$ cat src/rtl/vga_pkg.sv
// Shared VGA raster defaults and RGB444 field layout.
// Imported by the timing core, the colour stage and any later overlay stages.
package vga_pkg;

  localparam int unsigned CLK_DIV_DEF  = 2;
  localparam int unsigned H_ACTIVE_DEF = 640;
  localparam int unsigned H_FP_DEF     = 16;
  localparam int unsigned H_SYNC_DEF   = 96;
  localparam int unsigned H_BP_DEF     = 48;
  localparam int unsigned V_ACTIVE_DEF = 480;
  localparam int unsigned V_FP_DEF     = 10;
  localparam int unsigned V_SYNC_DEF   = 2;
  localparam int unsigned V_BP_DEF     = 33;
  localparam int unsigned SEP_W_DEF    = 4;

  localparam int unsigned CH_W      = 4;
  localparam int unsigned RGB_W     = 3 * CH_W;
  localparam int unsigned RED_LSB   = 8;
  localparam int unsigned GREEN_LSB = 4;
  localparam int unsigned BLUE_LSB  = 0;
  localparam int unsigned CODE_W    = 2 * RGB_W;
  localparam int unsigned TENS_LSB  = RGB_W;
  localparam int unsigned ONES_LSB  = 0;

  typedef logic [RGB_W-1:0] rgb444_t;

  function automatic int unsigned line_total(input int unsigned active, input int unsigned fp,
                                             input int unsigned sync, input int unsigned bp);
    return active + fp + sync + bp;
  endfunction

  // Counter width that stays legal for a modulus of 1.
  function automatic int unsigned cnt_width(input int unsigned n);
    return (n > 1) ? $clog2(n) : 1;
  endfunction

endpackage

$ cat src/rtl/vga_timing.sv
// Pixel-rate divider, horizontal/vertical raster counters and raw sync/active decode.
module vga_timing
  import vga_pkg::*;
#(
  parameter int unsigned CLK_DIV  = CLK_DIV_DEF,
  parameter int unsigned H_ACTIVE = H_ACTIVE_DEF,
  parameter int unsigned H_FP     = H_FP_DEF,
  parameter int unsigned H_SYNC   = H_SYNC_DEF,
  parameter int unsigned H_BP     = H_BP_DEF,
  parameter int unsigned V_ACTIVE = V_ACTIVE_DEF,
  parameter int unsigned V_FP     = V_FP_DEF,
  parameter int unsigned V_SYNC   = V_SYNC_DEF,
  parameter int unsigned V_BP     = V_BP_DEF,
  parameter int unsigned HCNT_W   = cnt_width(line_total(H_ACTIVE, H_FP, H_SYNC, H_BP)),
  parameter int unsigned VCNT_W   = cnt_width(line_total(V_ACTIVE, V_FP, V_SYNC, V_BP))
) (
  input  logic              clk,
  input  logic              rst,
  output logic              pix_en,
  output logic [HCNT_W-1:0] hcnt,
  output logic [VCNT_W-1:0] vcnt,
  output logic              hs_raw,
  output logic              vs_raw,
  output logic              active
);

  localparam int unsigned H_TOTAL = line_total(H_ACTIVE, H_FP, H_SYNC, H_BP);
  localparam int unsigned V_TOTAL = line_total(V_ACTIVE, V_FP, V_SYNC, V_BP);
  localparam int unsigned DIV_W   = cnt_width(CLK_DIV);

  localparam logic [DIV_W-1:0]  DivLast  = DIV_W'(CLK_DIV - 1);
  localparam logic [HCNT_W-1:0] HLast    = HCNT_W'(H_TOTAL - 1);
  localparam logic [HCNT_W-1:0] HActEnd  = HCNT_W'(H_ACTIVE);
  localparam logic [HCNT_W-1:0] HSyncLo  = HCNT_W'(H_ACTIVE + H_FP);
  localparam logic [HCNT_W-1:0] HSyncHi  = HCNT_W'(H_ACTIVE + H_FP + H_SYNC);
  localparam logic [VCNT_W-1:0] VLast    = VCNT_W'(V_TOTAL - 1);
  localparam logic [VCNT_W-1:0] VActEnd  = VCNT_W'(V_ACTIVE);
  localparam logic [VCNT_W-1:0] VSyncLo  = VCNT_W'(V_ACTIVE + V_FP);
  localparam logic [VCNT_W-1:0] VSyncHi  = VCNT_W'(V_ACTIVE + V_FP + V_SYNC);

  logic [DIV_W-1:0]  div_q, div_d;
  logic [HCNT_W-1:0] hcnt_q, hcnt_d;
  logic [VCNT_W-1:0] vcnt_q, vcnt_d;
  logic              h_last, v_last;

  // With CLK_DIV=1 DivLast is 0, so the divider never leaves 0 and pix_en stays high.
  assign pix_en = (div_q == DivLast);
  assign h_last = (hcnt_q == HLast);
  assign v_last = (vcnt_q == VLast);

  always_comb begin
    div_d  = pix_en ? '0 : div_q + DIV_W'(1);
    hcnt_d = hcnt_q;
    vcnt_d = vcnt_q;
    if (pix_en) begin
      hcnt_d = h_last ? '0 : hcnt_q + HCNT_W'(1);
      if (h_last) begin
        vcnt_d = v_last ? '0 : vcnt_q + VCNT_W'(1);
      end
    end
  end

  always_ff @(posedge clk or posedge rst) begin
    if (rst) begin
      div_q  <= '0;
      hcnt_q <= '0;
      vcnt_q <= '0;
    end else begin
      div_q  <= div_d;
      hcnt_q <= hcnt_d;
      vcnt_q <= vcnt_d;
    end
  end

  assign hcnt   = hcnt_q;
  assign vcnt   = vcnt_q;
  assign hs_raw = !((hcnt_q >= HSyncLo) && (hcnt_q < HSyncHi));
  assign vs_raw = !((vcnt_q >= VSyncLo) && (vcnt_q < VSyncHi));
  assign active = (hcnt_q < HActEnd) && (vcnt_q < VActEnd);

endmodule

$ cat src/rtl/vga_color_split.sv
// Paints the tens colour on the left half and the ones colour on the right half of a VGA
// raster, with a black separator column; the code is sampled once per frame.
module vga_color_split
  import vga_pkg::*;
#(
  parameter int unsigned CLK_DIV  = CLK_DIV_DEF,
  parameter int unsigned H_ACTIVE = H_ACTIVE_DEF,
  parameter int unsigned H_FP     = H_FP_DEF,
  parameter int unsigned H_SYNC   = H_SYNC_DEF,
  parameter int unsigned H_BP     = H_BP_DEF,
  parameter int unsigned V_ACTIVE = V_ACTIVE_DEF,
  parameter int unsigned V_FP     = V_FP_DEF,
  parameter int unsigned V_SYNC   = V_SYNC_DEF,
  parameter int unsigned V_BP     = V_BP_DEF,
  parameter int unsigned SEP_W    = SEP_W_DEF
) (
  input  logic              clk,
  input  logic              rst,
  input  logic [CODE_W-1:0] code,
  output logic              hsync,
  output logic              vsync,
  output logic [CH_W-1:0]   red,
  output logic [CH_W-1:0]   green,
  output logic [CH_W-1:0]   blue,
  output logic              frame_tick
);

  localparam int unsigned H_TOTAL = line_total(H_ACTIVE, H_FP, H_SYNC, H_BP);
  localparam int unsigned V_TOTAL = line_total(V_ACTIVE, V_FP, V_SYNC, V_BP);
  localparam int unsigned HCNT_W  = cnt_width(H_TOTAL);
  localparam int unsigned VCNT_W  = cnt_width(V_TOTAL);

  localparam logic [HCNT_W-1:0] HLast = HCNT_W'(H_TOTAL - 1);
  localparam logic [VCNT_W-1:0] VLast = VCNT_W'(V_TOTAL - 1);
  localparam logic [HCNT_W-1:0] HHalf = HCNT_W'(H_ACTIVE / 2);
  // SEP_W=0 makes SepLo == SepHi, an empty range.
  localparam logic [HCNT_W-1:0] SepLo = HCNT_W'(H_ACTIVE / 2 - SEP_W / 2);
  localparam logic [HCNT_W-1:0] SepHi = HCNT_W'(H_ACTIVE / 2 + SEP_W / 2);

  logic              pix_en;
  logic [HCNT_W-1:0] hcnt;
  logic [VCNT_W-1:0] vcnt;
  logic              hs_raw, vs_raw, active;
  logic              latch_en, in_sep;

  logic [CODE_W-1:0] code_q, code_d;
  rgb444_t           rgb_q, rgb_d;
  logic              hsync_q, vsync_q;

  vga_timing #(
    .CLK_DIV  (CLK_DIV),
    .H_ACTIVE (H_ACTIVE),
    .H_FP     (H_FP),
    .H_SYNC   (H_SYNC),
    .H_BP     (H_BP),
    .V_ACTIVE (V_ACTIVE),
    .V_FP     (V_FP),
    .V_SYNC   (V_SYNC),
    .V_BP     (V_BP),
    .HCNT_W   (HCNT_W),
    .VCNT_W   (VCNT_W)
  ) u_timing (
    .clk    (clk),
    .rst    (rst),
    .pix_en (pix_en),
    .hcnt   (hcnt),
    .vcnt   (vcnt),
    .hs_raw (hs_raw),
    .vs_raw (vs_raw),
    .active (active)
  );

  // Latch on the last pixel of the frame so the whole next frame uses one code.
  assign latch_en   = pix_en && (hcnt == HLast) && (vcnt == VLast);
  assign frame_tick = latch_en;
  assign in_sep     = (hcnt >= SepLo) && (hcnt < SepHi);

  always_comb begin
    code_d = latch_en ? code : code_q;
    rgb_d  = '0;
    if (active && !in_sep) begin
      rgb_d = (hcnt < HHalf) ? code_q[TENS_LSB +: RGB_W] : code_q[ONES_LSB +: RGB_W];
    end
  end

  // Sync and colour share the same register stage, keeping them pixel-aligned.
  always_ff @(posedge clk or posedge rst) begin
    if (rst) begin
      code_q  <= '0;
      rgb_q   <= '0;
      hsync_q <= 1'b1;
      vsync_q <= 1'b1;
    end else begin
      code_q <= code_d;
      if (pix_en) begin
        rgb_q   <= rgb_d;
        hsync_q <= hs_raw;
        vsync_q <= vs_raw;
      end
    end
  end

  assign hsync = hsync_q;
  assign vsync = vsync_q;
  assign red   = rgb_q[RED_LSB +: CH_W];
  assign green = rgb_q[GREEN_LSB +: CH_W];
  assign blue  = rgb_q[BLUE_LSB +: CH_W];

endmodule

$ cat config.mk
export PLATFORM = sky130hd
export DESIGN_NAME = vga_color_split
export DESIGN_NICKNAME = d
export VERILOG_FILES = /design/src/rtl/vga_pkg.sv /design/src/rtl/vga_timing.sv /design/src/rtl/vga_color_split.sv
export SDC_FILE = /design/constraint.sdc
export NUM_CORES = 1
export LEC_CHECK = 0
export ABC_AREA = 1
export ABC_CLOCK_PERIOD_IN_PS = 4580
export CAP_MARGIN = 20
export CORE_MARGIN = 2
export CORE_UTILIZATION = 53
export DETAILED_ROUTE_END_ITERATION = 6
export GPL_TIMING_DRIVEN = 0
export MAX_ROUTING_LAYER = met4
export PLACE_DENSITY_LB_ADDON = 0.08
export SLEW_MARGIN = 10
export SYNTH_ARGS = -nofsm -noshare
export SYNTH_HDL_FRONTEND = slang
export SYNTH_SLANG_ARGS = --single-unit
$ cat constraint.sdc
create_clock -name clk -period 4.58 [get_ports clk]
set_input_delay 0.687 -clock clk [delete_from_list [all_inputs] [get_ports clk]]
set_output_delay 0.687 -clock clk [all_outputs]
set_load 0.02 [all_outputs]
==> results.cfg, run 1 <==
[place]
dpl_worst_slack_ns = 1.88
dpl.cell_count = 512
dp_hpwl_microns = 5310
dpl-instance-area_sq_mm = 0.00364
io_buffer_count = 40
gp_congestion = 0.886

[sta]
fin_hold_ws_ns = 0.483
hold_viol_final = 0
tightest_slew_ns = 0.564
fmax_ghz = 0.320
final.setup.worst_slack_ns = 1.45
setup_viol = 0
slew_headroom_pct = 62.4
min_period_over_period_pct = 68.3
slew_violations = 0
fin_crit_ns = 3.13
fin_tns_setup_ns = 0
finalClockSkew_ns = 0.00915
rsz0062_at_grt = false

[floorplan]
die_w_microns = 80.9
start_util_pct = 55.8
die_h_microns = 80.9
die_area_sq_mm = 0.00654
row_count = 27
pin_count = 41
core_sq_mm = 0.00561

[yosys]
synth_cell_type_count = 30
synth_ff_type = dfrtp_1
synth_area_leader_cell = dfrtp_1
async_flop_share_pct = 100
seq_area_frac_synth_pct = 47.2
syn-cell-area_sq_mm = 0.00313
ys_ff_latch = 59
synth_top_cell_area_share_pct = 45.5
ys_warn_count = 0
avgSynthCellArea_sq_um = 7.85
syn-num-nets = 429
synth_commonest_cells = 106 x nand2_1, 57 x dfrtp_1, 43 x nand3_1, 39 x nor2_1, 36 x inv_1
synth_area_leaders = dfrtp_1 46%, nand2_1 13%, nand3_1 6.9%
post-synth-top-count-cell = nand2_1
synthCells = 399
synth_edf_count = 0

[cells_and_area]
drive_gt1_share_pct = 12.3
design_area_sq_mm = 0.00385
nNetsFinal = 481
fin_cells = 528
num_antenna_cells = 0
postLayoutCoreUtil_pct = 68.7
area_delta_synth_final_pct = 23.1

[critical_path]
reg2reg_to = code_q[4]$_DFFE_PP0P_
r2r-start = u_timing.vcnt[0]$_DFFE_PP0P_
crit_required_ns = 3.89
crit_arrival_ns = 2.44
worstSetupPathType = reg2out
endpoint_kind = output port
slowest_delay_ns = 0.67
cp_max_fo = 10
rr_worst_depth = 8
crit_chain = buf_2 > nand4_1 > nor2_1 > nor4b_1 > clkdlybuf4s50_1
critPathSlowestCell = clkdlybuf4s50_1
reg2reg_slack_ns = 2.75
cp-start-kind = register

[grt]
grt_pass1_vias = 2670
antenna_found_initial = 0
overflow = 0
grt.total_usage_pct = 26.2
grt_max_degree = 35
grt_pass1_wl_microns = 12500

[clock_network]
clk_path_buf_depth = 2
clockRootBuffer = clkbuf_8
htree_levels = 3
clk_pin_slew_ns = 0.06
cts_buffers = 9
post_cts_buffers = 0
clock-sinks = 59
cts_hold_buf = 0
cts_resized = 0
cts_tree = yes
clkLatencyLatePin_ns = 0.35

[power_and_ir_drop]
netSwitchingPower_mw = 0.230
switching_share_pct = 21.6
p_int_mw = 0.835
p_per_area_mw_per_mm2 = 276
p_leak_nw = 1.70
seq_power_share_pct = 48.9
clockPowerShare_pct = 47.8
vdd_drop_max_v = 0.000273
p_comb_share_pct = 3.2
finalPower_mw = 1.06

[run_status]
outcome = finished, final reports clean

[route]
first_iter_violations = 186
dr.pass1.iters = 5
ant_nets = 0
routed_wl_microns = 7310
drc_errors = 0
wl_per_cell_microns = 13.8
viasPerCell = 5.29
vias = 2792

[min_path]
min_path_type = reg2reg
min_path_cells = 2
hold_path_startpoint = rgb_q[10]$_DFFE_PP0P_
holdPathEnd = rgb_q[10]$_DFFE_PP0P_

[run]
cap_violations = 0
worst max-delay path by stage:
stage | start | endpoint | slack, ns | cells past startpoint
5_1_grt | u_timing.pix_en$_DFF_PP0_ | frame_tick | 1.37 | 5
3_5_place_dp | u_timing.pix_en$_DFF_PP0_ | frame_tick | 1.88 | 5
6_report | u_timing.pix_en$_DFF_PP0_ | frame_tick | 1.45 | 5
3_3_place_gp | rst | code_q[12]$_DFFE_PP0P_ | 1.35 | 2
2_1_floorplan | u_timing.pix_en$_DFF_PP0_ | frame_tick | 2.28 | 4
4_1_cts | u_timing.pix_en$_DFF_PP0_ | frame_tick | 1.49 | 5
logic make-up (layout without fill, tap and decap cells):
family	after synthesis	after routing	share of synthesized area (%)
AND/OR/NAND/NOR	220	220	32.2
flip-flops	59	59	47.2
AO/OA/AOI/OAI	56	56	9.99
buffers and inverters	55	112	7.59
XOR/XNOR	5	5	1.40
adder cells (fa/ha/maj)	4	4	1.60
cell usage in the layout (no fill, tap or decap), drive strengths merged, types with 6 or more instances in the layout:
cell type and count:
nand3 43, nand2 116, o21ai 34, nor3 6, nand4 9, clkdlybuf4s50 40
buf 11, clkbuf 18, inv 38, dfrtp 57, a21oi 18, nor2 44
final cells by class:
type,count,area [sq um]
plain buffers,16,91.3
fillers,486,1750
clock buffers,12,165
repair buffers,41,420
well taps,72,90.1
clock inverters,4,47.5
multi-input cells,285,1420
flip-flops and latches,59,1480
inverters,39,146
flip-flops by register name, indices dropped and copies added, names as in the netlist:
| name | flops |
|---|---|
| code_q | 24 |
| hsync | 1 |
| rgb_q | 12 |
| u_timing.hcnt | 10 |
| u_timing.pix_en | 1 |
| u_timing.vcnt | 10 |
| vsync | 1 |
power groups by stage:
stage	Clock (mW)	Combinational (mW)	Sequential, mW
floorplan	0	0.00759	0.531
global placement	0	0.0324	0.531
detailed placement	0	0.0351	0.531
CTS	0.513	0.0353	0.521
global route	0.535	0.0378	0.521
finish	0.509	0.0342	0.521
metal layers:
layer	wire length, microns	share of wire (%)	global-route usage (%)	vias up
met5	0	0	-	-
met3	292	4.0	5.00	13
met2	3380	46	39.2	68
met4	117	1.6	9.15	0
li1	-	-	-	1399
met1	3520	48	36.0	1312
critical path: cells and delay by family (launching register included):
kind,cells,cell delay [ns]
buffers and inverters,2,0.92
DFF,1,0.44
and+or+nand+nor,3,0.73
No activity file was read; power rests on OpenSTA's default activity.
==> run 2, diff against run 1 <==
ABC_CLOCK_PERIOD_IN_PS = 2500   (was 4580)
CORE_UTILIZATION = 50   (was 53)
clock period = 2.5 ns   (was 4.58 ns; I/O delays follow)
==> results.cfg, run 2 (synthesis results as in run 1) <==
[sta]
hold_viol_final = 0
finalClockSkew_ns = 0.0135
setup_viol = 0
rsz0062_at_grt = false
final.setup.worst_slack_ns = 0.295
min_period_over_period_pct = 88.2
fmax_ghz = 0.454
slew_headroom_pct = 62.4
fin_tns_setup_ns = 0
tightest_slew_ns = 0.561
slew_violations = 0
fin_hold_ws_ns = 0.365
fin_crit_ns = 2.20

[power_and_ir_drop]
p_leak_nw = 1.68
finalPower_mw = 1.79
vdd_drop_max_v = 0.000367
p_per_area_mw_per_mm2 = 468

[cells_and_area]
reg_top3 = code_q x24, rgb_q x12
area_delta_synth_final_pct = 22.1
largest_register_ff_count = 24
most-common-layout-cells = 106 x nand2_1, 57 x dfrtp_1, 43 x nand3_1, 39 x nor2_1, 39 x clkdlybuf4s50_1
nFillCells = 541
drive_gt1_share_pct = 12.1
largest_register = code_q
nNetsFinal = 481
fin_cells = 531
final_common_cell = nand2_1
num_antenna_cells = 0

[critical_path]
r2r-start = u_timing.vcnt[0]$_DFFE_PP0P_
crit_required_ns = 2.12
crit_chain = clkbuf_4 > nand4_1 > nor2_1 > nor4b_2 > clkbuf_2
reg2reg_to = code_q[4]$_DFFE_PP0P_
cp_max_fo = 10
crit_arrival_ns = 1.83
endpoint_kind = output port
crit_buf_inv = 2
reg2reg_slack_ns = 0.66
worstSetupPathType = reg2out
path_delay_family = simple AND/OR/NAND/NOR gates
rr_worst_depth = 8
critPathSlowestCell = dfrtp_1
cp-start-kind = register
slowest_delay_ns = 0.45

[floorplan]
die_h_microns = 83.1
core_sq_mm = 0.00599
start_util_pct = 52.3
row_count = 28
die_w_microns = 83.1
die_area_sq_mm = 0.00691
pin_count = 41

[grt]
antenna_found_initial = 0
grt.total_usage_pct = 22.4
grt_pass1_vias = 2558
grt_max_degree = 40
grt_pass1_wl_microns = 12100
overflow = 0

[route]
vias = 2735
first_iter_violations = 201
drc_errors = 0
ant_nets = 0
wl_per_cell_microns = 13.2
routed_wl_microns = 6990
dr.pass1.iters = 4
viasPerCell = 5.15

[clock_network]
htree_levels = 3
clk_path_buf_depth = 2
clockRootBuffer = clkbuf_8
post_cts_buffers = 0
cts_buffers = 9
clkLatencyLatePin_ns = 0.34
clock-sinks = 59
clk_pin_slew_ns = 0.07
cts_tree = yes

[min_path]
min_path_type = in2async

[run]
cap_violations = 0

[place]
dpl.cell_count = 515
dpl_worst_slack_ns = 0.122
io_buffer_count = 40
gp_congestion = 0.911
dp_hpwl_microns = 5230

[run_status]
outcome = finished, final reports clean
## run 2: how the worst max path moves through the flow
stage | startpoint | to | depth (start not counted)
floorplan | u_timing.pix_en$_DFF_PP0_ | frame_tick | 4
global placement | rst | code_q[4]$_DFFE_PP0P_ | 2
detailed placement | u_timing.pix_en$_DFF_PP0_ | frame_tick | 5
CTS | u_timing.pix_en$_DFF_PP0_ | frame_tick | 5
global route | u_timing.pix_en$_DFF_PP0_ | frame_tick | 5
finish | u_timing.pix_en$_DFF_PP0_ | frame_tick | 5
## run 2: layout make-up
cell class	instances	area (sq um)	area share, %
Buffer	16	93.8	2.45
Clock buffer	14	163	4.26
Clock inverter	2	10.0	0.262
Inverter	39	146	3.83
Multi-Input combinational cell	285	1420	37.2
Sequential cell	59	1480	38.7
Tap cell	75	93.8	2.45
Timing Repair Buffer	41	415	10.9
## run 2: metrics by stage
stage	util [%]	cell area (sq um)
6_report	63.8	3820
5_1_grt	63.8	3820
4_1_cts	63.7	3820
3_5_place_dp	60.9	3650
3_3_place_gp	60.5	3630
2_1_floorplan	-	3130
## run 2: timing repair
item,CTS,global route
gates cloned,0,0
gates resized for setup,1,5
hold buffers,0,0
setup endpoints to repair,1,1
## run 2: per-layer routing
metal	part of all wire [%]	track usage, %	vias to the layer above
met5	0	-	-
met4	1.3	6.41	0
met1	51	32.4	1254
met2	44	31.3	75
met3	4.5	5.47	9
li1	-	-	1397
## run 2: report_power, final
part           internal, mW  total [mW]  switching [mW]
clock network         0.412       0.772           0.360
registers             0.955       0.955               0
logic                0.0371      0.0622          0.0251
